**config.mk**
```make
export PLATFORM = sky130hd
export DESIGN_NAME = uart_tx_engine
export DESIGN_NICKNAME = d
export VERILOG_FILES = /design/src/rtl/uart_tx_engine.sv
export SDC_FILE = /design/constraint.sdc
export NUM_CORES = 1
export LEC_CHECK = 0
export ABC_CLOCK_PERIOD_IN_PS = 5700
export BUFFER_PORTS_ARGS = -buffer_cell sky130_fd_sc_hd__buf_2
export CAP_MARGIN = 40
export CORE_MARGIN = 1.5
export CORE_UTILIZATION = 50
export DETAILED_ROUTE_END_ITERATION = 8
export GPL_ROUTABILITY_DRIVEN = 0
export PLACE_DENSITY = 0.69
export REMOVE_ABC_BUFFERS = 1
export SLEW_MARGIN = 10
export SYNTH_ARGS = -nofsm -noshare
export SYNTH_HDL_FRONTEND = slang
export SYNTH_SLANG_ARGS = --single-unit
```
**constraint.sdc**
```tcl
create_clock -name clk -period 5.7 [get_ports clk]
set_input_delay 0.57 -clock clk [delete_from_list [all_inputs] [get_ports clk]]
set_output_delay 0.57 -clock clk [all_outputs]
set_load 0.05 [all_outputs]
```
**src/rtl/uart_tx_engine.sv**
```systemverilog
// uart_tx_engine: UART frame serializer with 16x tick divider; ports clk, Reset, fifo_empty, fifo_rdata in; fifo_rd, tx, tx_busy, tx_done_tick out
module uart_tx_engine #(
  parameter int DBIT = 8,
  parameter int SB_TICK = 16,
  parameter int DVSR = 326,
  parameter int PARITY_EN = 0,
  parameter int DVSR_W = 9
) (
  input  logic            clk,
  input  logic            Reset,
  input  logic            fifo_empty,
  input  logic [DBIT-1:0] fifo_rdata,
  output logic            fifo_rd,
  output logic            tx,
  output logic            tx_busy,
  output logic            tx_done_tick
);
  localparam int NW = $clog2(DBIT) + 1;
  typedef enum logic [2:0] {IDLE, START, DATA, PARITY, STOP} state_t;
  state_t state, state_n;
  logic [DVSR_W-1:0] c;
  logic [4:0] s, s_n;
  logic [NW-1:0] n, n_n;
  logic [DBIT-1:0] b, b_n;
  logic p, p_n, tx_n, tick, bit_end, stop_end;
  assign tick = c == DVSR_W'(DVSR - 1);
  assign bit_end = tick && s == 5'd15;
  assign stop_end = tick && s == 5'(SB_TICK - 1);
  assign tx_busy = state != IDLE;
  always_ff @(posedge clk or posedge Reset)
    if (Reset) begin
      state <= IDLE;
      c <= '0;
      s <= '0;
      n <= '0;
      b <= '0;
      p <= 1'b0;
      tx <= 1'b1;
    end else begin
      state <= state_n;
      c <= (state == IDLE || tick) ? '0 : c + DVSR_W'(1);
      s <= s_n;
      n <= n_n;
      b <= b_n;
      p <= p_n;
      tx <= tx_n;
    end
  always_comb begin
    state_n = state;
    s_n = tick ? s + 5'd1 : s;
    n_n = n;
    b_n = b;
    p_n = p;
    fifo_rd = 1'b0;
    tx_done_tick = 1'b0;
    case (state)
      IDLE:
        if (!fifo_empty && !Reset) begin
          fifo_rd = 1'b1;
          b_n = fifo_rdata;
          p_n = 1'b0;
          s_n = '0;
          n_n = '0;
          state_n = START;
        end
      START:
        if (bit_end) begin
          s_n = '0;
          n_n = '0;
          state_n = DATA;
        end
      DATA:
        if (bit_end) begin
          s_n = '0;
          b_n = b >> 1;
          p_n = p ^ b[0];
          n_n = n + NW'(1);
          if (n == NW'(DBIT - 1)) state_n = (PARITY_EN != 0) ? PARITY : STOP;
        end
      PARITY:
        if (bit_end) begin
          s_n = '0;
          state_n = STOP;
        end
      STOP:
        if (stop_end) begin
          s_n = '0;
          tx_done_tick = 1'b1;
          state_n = IDLE;
        end
      default: state_n = IDLE;
    endcase
    // line level follows the state being entered so tx changes with the state register
    tx_n = (state_n == START) ? 1'b0 : (state_n == DATA) ? b_n[0] : (state_n == PARITY) ? p_n : 1'b1;
  end
endmodule

```
== Yosys cells after proc, flatten, opt, wreduce, memory -nomap -nowiden ==
Index checks and enable logic that the tools add are counted.
Widths: inputs -> output; s select.

* Eq/ne operators: 13
* Add/sub/neg operators: 3
* Bitwise gates (word level): 1
* Muxes and demuxes: 29
* Reduce and logical (&&, ||, !) cells: 12

{| class="wikitable"
|+ Operators with widths
! cell !! number
|-
| $mux 3 || 6
|-
| $mux 8 || 2
|-
| $pmux 8 s2 || 1
|-
| $mux 5 || 3
|-
| $pmux 3 s5 || 1
|-
| $eq 3x2->1 const B || 4
|-
| $mux 4 || 3
|-
| $pmux 4 s3 || 1
|-
| $pmux 5 s2 || 1
|-
| $add 9x1->9 const B || 1
|-
| $eq 9x9->1 const B || 1
|-
| $mux 1 || 9
|-
| $mux 9 || 1
|-
| $eq 3x1->1 const B || 2
|-
| $reduce_bool 3->1 || 2
|-
| $add 5x1->5 const B || 1
|-
| $eq 5x4->1 const B || 1
|-
| $add 4x1->4 const B || 1
|-
| $eq 4x3->1 const B || 1
|-
| $ne 2x2->1 const B || 2
|-
| $reduce_and 4->1 || 1
|-
| $reduce_or 4->1 || 1
|-
| $eq 3x3->1 const B || 1
|-
| $logic_not 3->1 || 1
|-
| 8 further kinds || 10
|}

* Word-level logic and storage cells: 66
* Bits in registers: 31
* Input bits: 11
* Output and inout bits: 4

== Logic depth before layout (Yosys ltp) ==
Gate-level depths: netlist of run 1.

* Depth in word-level cells: 8
* Gate-level depth with buffers: 8
* Depth with buffers taken out: 8

== Least setup slack after synthesis of run 1 ==
OpenSTA, ideal clock, no wires.

* Kind: flip-flop to output port
* Start: register c[1]
* End: output tx_done_tick
* Required time: 5.130 ns
* Cell stages (with the launch flop): 6
* Path buffers: 0
* Arrival: 2.133 ns
* Path slack: 2.997 ns
* Path through: dfrtp_1 > inv_1 > ha_1 > and4bb_1 > nand3_1 > nor3_1

* Longest elaborated chain between the ends: 4

{| class="wikitable"
|+ RTL lines
! what !! line !! text
|-
| start: declaration || 21 || <nowiki>logic [DVSR_W-1:0] c;</nowiki>
|-
| start signal: assignment || 41 || <nowiki>c <= (state == IDLE || tick) ? '0 : c + DVSR_W'(1);</nowiki>
|-
| $eq 9x9->1 || 26 || <nowiki>assign tick = c == DVSR_W'(DVSR - 1);</nowiki>
|-
| $logic_and 1x1->1 || 28 || <nowiki>assign stop_end = tick && s == 5'(SB_TICK - 1);</nowiki>
|-
| $mux 1 || 86 || <nowiki>if (stop_end) begin</nowiki>
|-
| $mux 1 || 56 || <nowiki>case (state)</nowiki>
|-
| end: declaration || 16 || <nowiki>output logic tx_done_tick</nowiki>
|}

No other way between the ends.

== Worst setup path after layout of run 1 ==
* Start: register state[1]
* End: output fifo_rd

* Longest elaborated chain between the ends: 2

{| class="wikitable"
|+ RTL lines
! what !! line !! text
|-
| start: declaration || 20 || <nowiki>state_t state, state_n;</nowiki>
|-
| start signal: assignment || 40 || <nowiki>state <= state_n;</nowiki>
|-
| $logic_not 3->1 || 56 ||
|-
| $mux 1 || 56 ||
|-
| end: declaration || 13 || <nowiki>output logic fifo_rd,</nowiki>
|}

No other way between the ends.

==> results of run 1 <==
registers in the layout (all words and copies together), names as in the netlist:
signal  cells
n           4
c           9
s           5
p           1
b           8
state       3
tx          1
power breakdown:
part,total [W],leakage [nW],switching [W],internal (W)
combinational,0.000110,0.426,0.0000632,0.0000468
sequential,0.000298,0.406,0.0000390,0.000259
clock,0.000121,0.0293,0.0000733,0.0000480
total,0.000530,0.861,0.000175,0.000354
per-layer routing:
metal,track usage,vias up,part of all wire
met3,0.05757,9,0.034
li1,-,617,-
met4,0.1025,0,0.022
met5,0,-,0
met1,0.2544,601,0.46
met2,0.3502,18,0.49
kinds of logic after synthesis:
| group | Yosys count | share of synthesized area |
|---|---|---|
| and+or+nand+nor | 78 | 0.2735 |
| DFF | 31 | 0.4666 |
| AOI/OAI and AO/OA | 27 | 0.1225 |
| buffers and inverters | 12 | 0.03456 |
| xor gates and xnor gates | 10 | 0.05260 |
| adders and majority gates | 5 | 0.03757 |
| muxes | 2 | 0.01277 |
final cells by class:
class                           count  area, sq um
Clock inverter                      1        5.005
Sequential cell                    31        777.0
Fill cell                         289         1281
Timing Repair Buffer               16        82.58
Clock buffer                        7        45.04
Tap cell                           44        55.05
Multi-Input combinational cell    122        830.8
Inverter                            7        26.28
stage by stage:
step                hold WS (ns)  utilization  worst slack [ns]
finish                    0.1495       0.5871             3.052
floorplan                 0.4415            -             2.272
global placement          0.4622       0.5694             3.031
detailed placement        0.4687       0.5710             3.295
CTS                       0.1403       0.5871             3.048
global route              0.1450       0.5871             2.933
placed cells by master, fill, tap and decap left out, types with 2 or more instances in the layout:
cell type / n
a21o_2: 2
a21oi_1: 5
a22oi_1: 6
and2b_2: 2
and3_1: 2
and4bb_1: 2
buf_2: 15
clkbuf_1: 2
clkbuf_4: 5
dfrtp_1: 30
ha_1: 5
inv_1: 7
nand2_1: 24
nand3_1: 8
nand4_1: 4
nor2_1: 19
nor3_1: 3
o21ai_1: 3
or3_1: 2
xnor2_1: 2
xor2_1: 8
worst paths after layout:
path / depth (start not counted) / startpoint / endpoint
worst max-delay path: 4 / state[1]$_DFF_PP0_ / fifo_rd
worst min-delay path: 2 / Reset / n[0]$_DFFE_PP0P_
worst max register to register: 8 / s[0]$_DFF_PP0_ / p$_DFF_PP0_
worst min register to register: 2 / b[2]$_DFFE_PP0P_ / b[2]$_DFFE_PP0P_
max in group asynchronous: 3 / Reset / tx$_DFF_PP1_
min in group clk: 3 / fifo_rdata[7] / b[7]$_DFFE_PP0P_
==> metrics.txt, run 1 <==
outcome complete, no violations; Area after DPL 1772 sq um; syn_area_per_cell 10.09 sq um; total CTS buffers 5; leading area contributor after synthesis dfrtp_1; Post-Syn Instances 165; via count 1245; GRT Overall Usage 0.2115; HP Class in -> async; TritonCTS clock tree built; ys async rst share 1.000; Final ANT Viol Nets 0; gr ovfl total 0; worst slew pin tran 0.7289 ns; CP top delay family simple AND/OR/NAND/NOR gates; Slew Limit Fails 0; top-count cell post-synth dfrtp_1; Worst-Skew Late Latency 0.34 ns; Area contributors post-synth dfrtp_1 45%, nand2_1 5.4%, nor2_1 4.3%, xor2_1 4.2%, ha_1 3.8%; first-pass GRT wire length 5630 um; Die Area 3686 sq um; Design Power 0.0005296 W; wire per inst 13.87 um; fin nets 199; CP arrival 2.08 ns; TNS Setup 0 ns; Max Clk Rate 377.6 MHz; sequential fraction of the synthesis area 0.4666; Longest Clk Path Bufs 2; RSZ-0062 raised after global routing no; Layout Skew 0.01615 ns; CP max FO 10; Final Instance Area 1822 sq um; crit path buf inv count 2; fin crit period 2.648 ns; Worst Setup Start Kind register; dpl hpwl 2331 um; Leak 0.8613 nW; vias per cell 5.461; Initial Util 0.5367; Yosys warnings 0; CTS HTree Levels 2; Post-CTS Setup Bufs 0; most used flip-flop cell after synthesis dfrtp_1; Reg2Reg Setup Slack 3.31 ns; IO Pins 15; chip height 60.71 um; Crit path top cell by count buf_2; die extent in x 60.71 um; Root Driver clkbuf_4; PD cells 290.7 nW/um^2; final worst-path cycle share 0.4646; critical path endpoint category primary output; hold_buf cts 0; Yosys reg bits 31; placed cells 220; # port buffers 14; layout cells sized above 1 0.2174; Max Cap Violations 0; clk slew on worst S/H paths 0.10 ns; post-route insts no fill 228; antenna violations before repair 0; crit-path cells or3_1 -> nor3_1 -> buf_2 -> buf_2; # setup viols final 0; largest net degree at the start of global routing 28; number of distinct library cells after synthesis 46; Max transition margin 0.5104; final hold violations 0; DR pass1 iterations 4; wirelength, routed 3162 um; area growth from synthesis to layout 9.392%; Num Clock Sinks 31; standard-cell rows 20; post-synthesis cell area 1665 sq um; WS Path Type reg -> out; DRC 0; vias in the first global route 1269; Post-synth EDFFs 0; CP max-delay cell dfrtp_1; top-area cell type share of the netlist area 0.4508; antenna cells 0; peak supply drop 207.1 uV; worst stage delay on the critical path 0.50 ns; Req. time, crit path 5.13 ns; post_cts resized 0; Commonest cells post-synth 30 x dfrtp_1, 24 x nand2_1, 19 x nor2_1; Core Area 3103 sq um; number of DRC markers in iteration 0 93
(Power assumes the default switching activity.)
==> inputs of run 2 (changes only) <==
Settings changed: ABC_CLOCK_PERIOD_IN_PS 5700 to 2800.
Clock period 5.7 ns to 2.8 ns, I/O delays scaled along.
==> metrics.txt, run 2 (synthesis results as in run 1) <==
final core occ 0.6020 (+0.01492); layout cells sized above 1 0.2324 (+0.01504); CP max FO 10 (unchanged); Clock power frac 0.308 (+0.079); peak supply drop 408.9 uV (+97%); worst stage delay on the critical path 0.50 ns (about the same); most frequent cells in the layout 30 x dfrtp_1, 24 x nand2_1, 19 x nor2_1, 14 x buf_2; via count 1287 (+3.4%); CP arrival 2.13 ns (+0.05 ns); CTS HTree Levels 2 (unchanged); total CTS buffers 5 (unchanged); first-pass GRT wire length 5637 um (+0.12%); Post-CTS Setup Bufs 0 (unchanged); outcome complete, no violations; antenna violations before repair 0 (unchanged); TritonCTS clock tree built; fin crit period 2.408 ns; Die Area 3686 sq um (unchanged); number of DRC markers in iteration 0 42 (-55%); post_cts resized 0 (unchanged); post-route insts no fill 229 (+0.44%); chip height 60.71 um (unchanged); vias in the first global route 1322 (+4.2%); WS Path Type reg -> out; standard-cell rows 20 (unchanged); FILL cells 278 (-3.8%); gr ovfl total 0 (unchanged); switching portion of total power 0.3020 (-0.02940); clk slew on worst S/H paths 0.11 ns (about the same); hold_buf cts 0 (unchanged); sw power 0.0003607 W (+110%); Req. time, crit path 2.52 ns (-2.61 ns); Core Area 3103 sq um (unchanged); antenna cells 0 (unchanged); RSZ-0062 raised after global routing no; Num Clock Sinks 31 (unchanged); dpl hpwl 2322 um (-0.36%); Final ANT Viol Nets 0 (unchanged); Max Cap Violations 0 (unchanged); Setup WS pre-CTS 0.7164 ns (-2.578 ns); largest registers c x9, b x8, s x5; # port buffers 14 (unchanged); Largest Register c; internal power 0.0008336 W (+140%); Layout Skew 0.01427 ns (-0.001876 ns); Comb power frac 0.186 (-0.022); wire per inst 14.21 um (+2.5%); final worst-path cycle share 0.8600; crit-path cells or3_1 -> nor3_1 -> buf_4 -> buf_2; fin nets 200 (+0.50%); die extent in x 60.71 um (unchanged); Worst Setup Start Kind register; # setup viols final 0 (unchanged); HP Class in -> async; sequential share of power 0.506 (-0.057); vias per cell 5.620 (+2.9%); largest net degree at the start of global routing 22 (-21%); worst slew pin tran 0.8090 ns (+0.08008 ns); DRC 0 (unchanged); Slew Limit Fails 0 (unchanged); commonest non-fill, non-tap cell in the layout dfrtp_1; Worst-Skew Late Latency 0.34 ns (about the same); placed cells 221 (+0.45%); Max Clk Rate 415.3 MHz; area growth from synthesis to layout 12.17%; setup ws final 0.3920 ns (-2.660 ns); wirelength, routed 3255 um (+2.9%); DR pass1 iterations 5 (+1); PD cells 639.3 nW/um^2 (+120%); Leak 0.8857 nW (+2.8%); Longest Clk Path Bufs 2 (unchanged); critical path endpoint category primary output; Initial Util 0.5367 (unchanged); IO Pins 15 (unchanged); Max transition margin 0.4601 (-0.05033); GRT Overall Usage 0.2105 (-0.0009820); Root Driver clkbuf_4; final hold violations 0 (unchanged); CP max-delay cell dfrtp_1; max reg flops 9 (unchanged); Design Power 0.001194 W (+130%)
==> run 2: cell types whose count changed in the layout (fill, tap and decap cells not counted), sizes merged <==
cell and delta:
clkbuf -1, bufinv +1, buf +1
==> run 2: worst paths after layout <==
kind	end	cells past startpoint	slack (ns)	from
min in group clk	b[7]$_DFFE_PP0P_	3	0.15	fifo_rdata[7]
max in group asynchronous	tx$_DFF_PP1_	3	1.93	Reset
worst max register to register	s[2]$_DFF_PP0_	8	0.68	s[0]$_DFF_PP0_
worst min register to register	n[3]$_DFFE_PP0P_	1	0.49	n[3]$_DFFE_PP0P_
worst max-delay path	fifo_rd	4	0.39	state[1]$_DFF_PP0_
worst min-delay path	n[1]$_DFFE_PP0P_	2	0.13	Reset
==> run 2: critical path: cells and delay by family, from the launching register on <==
kind / cells / cell delay (ns)
buffers and inverters: 2 / 0.50
and+or+nand+nor: 2 / 0.79
DFF: 1 / 0.50
==> run 2: stage by stage <==
stage | TNS [ns] | hold slack, ns | instance area (sq um)
after floorplan | -4.853 | 0.3828 | 1634
after global placement | 0 | 0.4599 | 1782
after detailed placement | 0 | 0.4768 | 1782
after CTS | 0 | 0.1303 | 1868
after global routing | 0 | 0.1472 | 1868
final | 0 | 0.1338 | 1868
==> run 2: per-layer routing <==
metal / GRT usage / wire length (um) / part of all wire / up-vias
met5: 0 / 0 / 0 / -
met4: 0.08696 / 51 / 0.016 / 0
met3: 0.07036 / 159 / 0.049 / 6
met2: 0.3456 / 1664 / 0.51 / 26
met1: 0.2541 / 1379 / 0.42 / 640
li1: - / - / - / 615
==> run 2: final cells by class <==
| cell class | count | area [sq um] | share of cell area |
|---|---|---|---|
| multi-input cells | 122 | 830.8 | 0.4447 |
| clock inverters | 2 | 35.03 | 0.01875 |
| clock buffers | 6 | 51.30 | 0.02746 |
| flip-flops and latches | 31 | 777.0 | 0.4159 |
| repair buffers | 17 | 92.59 | 0.04956 |
| inverters | 7 | 26.28 | 0.01407 |
| well taps | 44 | 55.05 | 0.02947 |
==> run 2: power by group through the flow <==
stage / logic (W) / registers (W) / clock network [W]
finish: 0.000222 / 0.000605 / 0.000368
global route: 0.000251 / 0.000619 / 0.000397
CTS: 0.000225 / 0.000606 / 0.000378
detailed placement: 0.000223 / 0.000615 / 0
global placement: 0.000216 / 0.000610 / 0
floorplan: 0.000168 / 0.000604 / 0
==> inputs of run 3 (changes only) <==
Settings changed: ABC_AREA set to 1.
==> metrics.txt, run 3 <==
outcome complete, no violations; Commonest cells post-synth 46 x nand2_1, 30 x dfrtp_1, 30 x inv_1; Slew Limit Fails 0 (unchanged); layout cells sized above 1 0.1886 (-0.04384); DR pass1 iterations 4 (-1); Reg2Reg Setup Slack 0.93 ns (+0.25 ns); gr ovfl total 0 (unchanged); first-pass GRT wire length 5333 um (-5.4%); peak supply drop 258.1 uV (-37%); ys async rst share 1.000 (unchanged); Yosys reg bits 31 (unchanged); hold_buf cts 0 (unchanged); largest net degree at the start of global routing 32 (+45%); most used flip-flop cell after synthesis dfrtp_1; final worst-path cycle share 0.8383 (-0.02170); chip height 61.12 um (+0.68%); wirelength, routed 3078 um (-5.4%); PD cells 389.8 nW/um^2 (-39%); antenna violations before repair 0 (unchanged); sequential fraction of the synthesis area 0.4600 (-0.006566); Initial Util 0.5400 (+0.003307); CP max-delay cell dfrtp_1; Post-CTS Setup Bufs 0 (unchanged); Crit path top cell by count ha_1; Worst Reg2Reg Path Length in Cells 8 (unchanged); post_cts resized 0 (unchanged); Yosys warnings 0 (unchanged); antenna cells 0 (unchanged); FILL cells 292 (+5.0%); CP max FO 5 (-5); standard-cell rows 20 (unchanged); final hold violations 0 (unchanged); Num Clock Sinks 31 (unchanged); Final ANT Viol Nets 0 (unchanged); via count 1383 (+7.5%); Worst R2R End b[6]$_DFFE_PP0P_; Longest Clk Path Bufs 2 (unchanged); Worst-Skew Late Latency 0.32 ns (-0.02 ns); placed cells 265 (+20%); TNS Setup 0 ns (unchanged); setup ws final 0.4528 ns (+0.06076 ns); TritonCTS clock tree built; largest registers c x9, b x8, s x5; leading area contributor after synthesis dfrtp_1; area growth from synthesis to layout 10.52%; top-count cell post-synth nand2_1; vias in the first global route 1283 (-3.0%); Leak 0.9607 nW (+8.5%); crit path buf inv count 1 (-1); CP arrival 2.07 ns (-0.06 ns); WS Path Type reg -> out; IO Pins 15 (unchanged); Area contributors post-synth dfrtp_1 44%, nand2_1 10%, inv_1 6.7%, nor2_1 4.7%, nand3_1 3.9%; fin crit period 2.347 ns (-0.06076 ns); die extent in x 61.12 um (+0.68%); dpl hpwl 2374 um (+2.2%); CTS HTree Levels 2 (unchanged); DRC 0 (unchanged); worst r2r src s[1]$_DFF_PP0_; vias per cell 5.085 (-9.5%); RSZ-0062 raised after global routing no; worst stage delay on the critical path 0.39 ns (-0.11 ns); number of DRC markers in iteration 0 68 (+62%); Max Cap Violations 0 (unchanged); top-area cell type share of the netlist area 0.4444 (-0.006344); syn_area_per_cell 8.160 sq um (-19%); fin nets 244 (+22%); Core Area 3128 sq um (+0.81%); max reg flops 9 (unchanged); Req. time, crit path 2.52 ns (about the same); crit-path cells ha_1 -> and3_1 -> ha_1 -> nand3_1 -> nor4_1 -> buf_2; post-route insts no fill 272 (+19%); Largest Register c; Post-Syn Instances 207 (+25%); post-synthesis cell area 1689 sq um (+1.4%); Max transition margin 0.6444 (+0.1843); wire per inst 11.32 um (-20%); Worst Setup Start Kind register; critical path endpoint category primary output; Max Clk Rate 426.0 MHz (+2.6%); # port buffers 14 (unchanged); Die Area 3736 sq um (+1.4%); Root Driver clkbuf_4; Setup WS pre-CTS 0.8147 ns (+0.09832 ns); GRT Overall Usage 0.1979 (-0.01260); Layout Skew 0.004636 ns (-0.009637 ns); number of distinct library cells after synthesis 30 (-35%); CP top delay family simple AND/OR/NAND/NOR gates; commonest non-fill, non-tap cell in the layout nand2_1; final core occ 0.5968 (-0.005216); most frequent cells in the layout 46 x nand2_1, 30 x inv_1, 30 x dfrtp_1, 21 x nor2_1, 14 x buf_2; # setup viols final 0 (unchanged); worst slew pin tran 0.5317 ns (-0.2773 ns); Post-synth EDFFs 0 (unchanged); total CTS buffers 5 (unchanged); clk slew on worst S/H paths 0.09 ns (-0.02 ns); HP Class in -> async
[run 3: changes by cell type in the layout (fill, tap and decap cells not counted), moves of 4 or more]
cell / before / now
nor3_1: 3 / 9
nand3_1: 8 / 13
xor2_1: 8 / 3
nand2_1: 24 / 46
inv_2: 0 / 4
a22oi_1: 6 / 0
inv_1: 7 / 30
a21oi_1: 5 / 10
nand2_2: 0 / 5
[run 3: worst min-delay path: cells and delay by family]
kind | cells | cell delay, ns
buf+inv | 3 | 0.50
[run 3: final cells by class]
cell class                      instances  area [sq um]  area share
Inverter                               35         133.9     0.07172
Clock inverter                          1         5.005    0.002681
Clock buffer                            6         51.30     0.02748
Tap cell                               44         55.05     0.02949
Timing Repair Buffer                   15         77.57     0.04155
Sequential cell                        31         777.0      0.4162
Multi-Input combinational cell        140         767.0      0.4109
[run 3: cells by family (layout without fill, tap and decap cells)]
kind of cell | after synthesis | count (layout) | synth area share
xor+xnor | 3 | 3 | 0.01556
fa+ha+maj | 5 | 5 | 0.03704
compound gates | 22 | 22 | 0.08223
buf+inv | 36 | 57 | 0.08593
simple gates | 110 | 110 | 0.3193
flops | 31 | 31 | 0.4600
[run 3: where the power goes]
| group | total, W | internal (W) | switching (W) |
|---|---|---|---|
| Combinational | 0.0000186 | 0.00000662 | 0.0000119 |
| Sequential | 0.000448 | 0.000448 | 0.000000146 |
| Clock | 0.000261 | 0.000116 | 0.000145 |
[run 3: through the flow]
stage | hold slack [ns] | power, W | instance area, sq um
after floorplan | 0.3828 | 0.0004657 | 1678
after global placement | 0.3861 | 0.0004759 | 1810
after detailed placement | 0.4015 | 0.0004764 | 1810
after CTS | 0.03925 | 0.0007406 | 1867
after global routing | 0.05340 | 0.0007610 | 1867
final | 0.03029 | 0.0007277 | 1867
[run 3: routing by layer]
metal  part of all wire  up-vias  track usage
met3              0.048        8      0.04412
li1                   -      711            -
met4              0.019        0      0.09938
met1               0.47      633       0.2575
met2               0.46       31       0.3116
met5                  0        -            0
[run 3: worst max-delay path by stage]
stage                         startpoint      endpoint  cells after the start
after global placement    s[0]$_DFF_PP0_  tx_done_tick                      6
after detailed placement  s[1]$_DFF_PP0_  tx_done_tick                      6
after floorplan           s[0]$_DFF_PP0_  tx_done_tick                      5
after CTS                 s[1]$_DFF_PP0_  tx_done_tick                      6
final                     s[1]$_DFF_PP0_  tx_done_tick                      6
after global routing      s[1]$_DFF_PP0_  tx_done_tick                      6
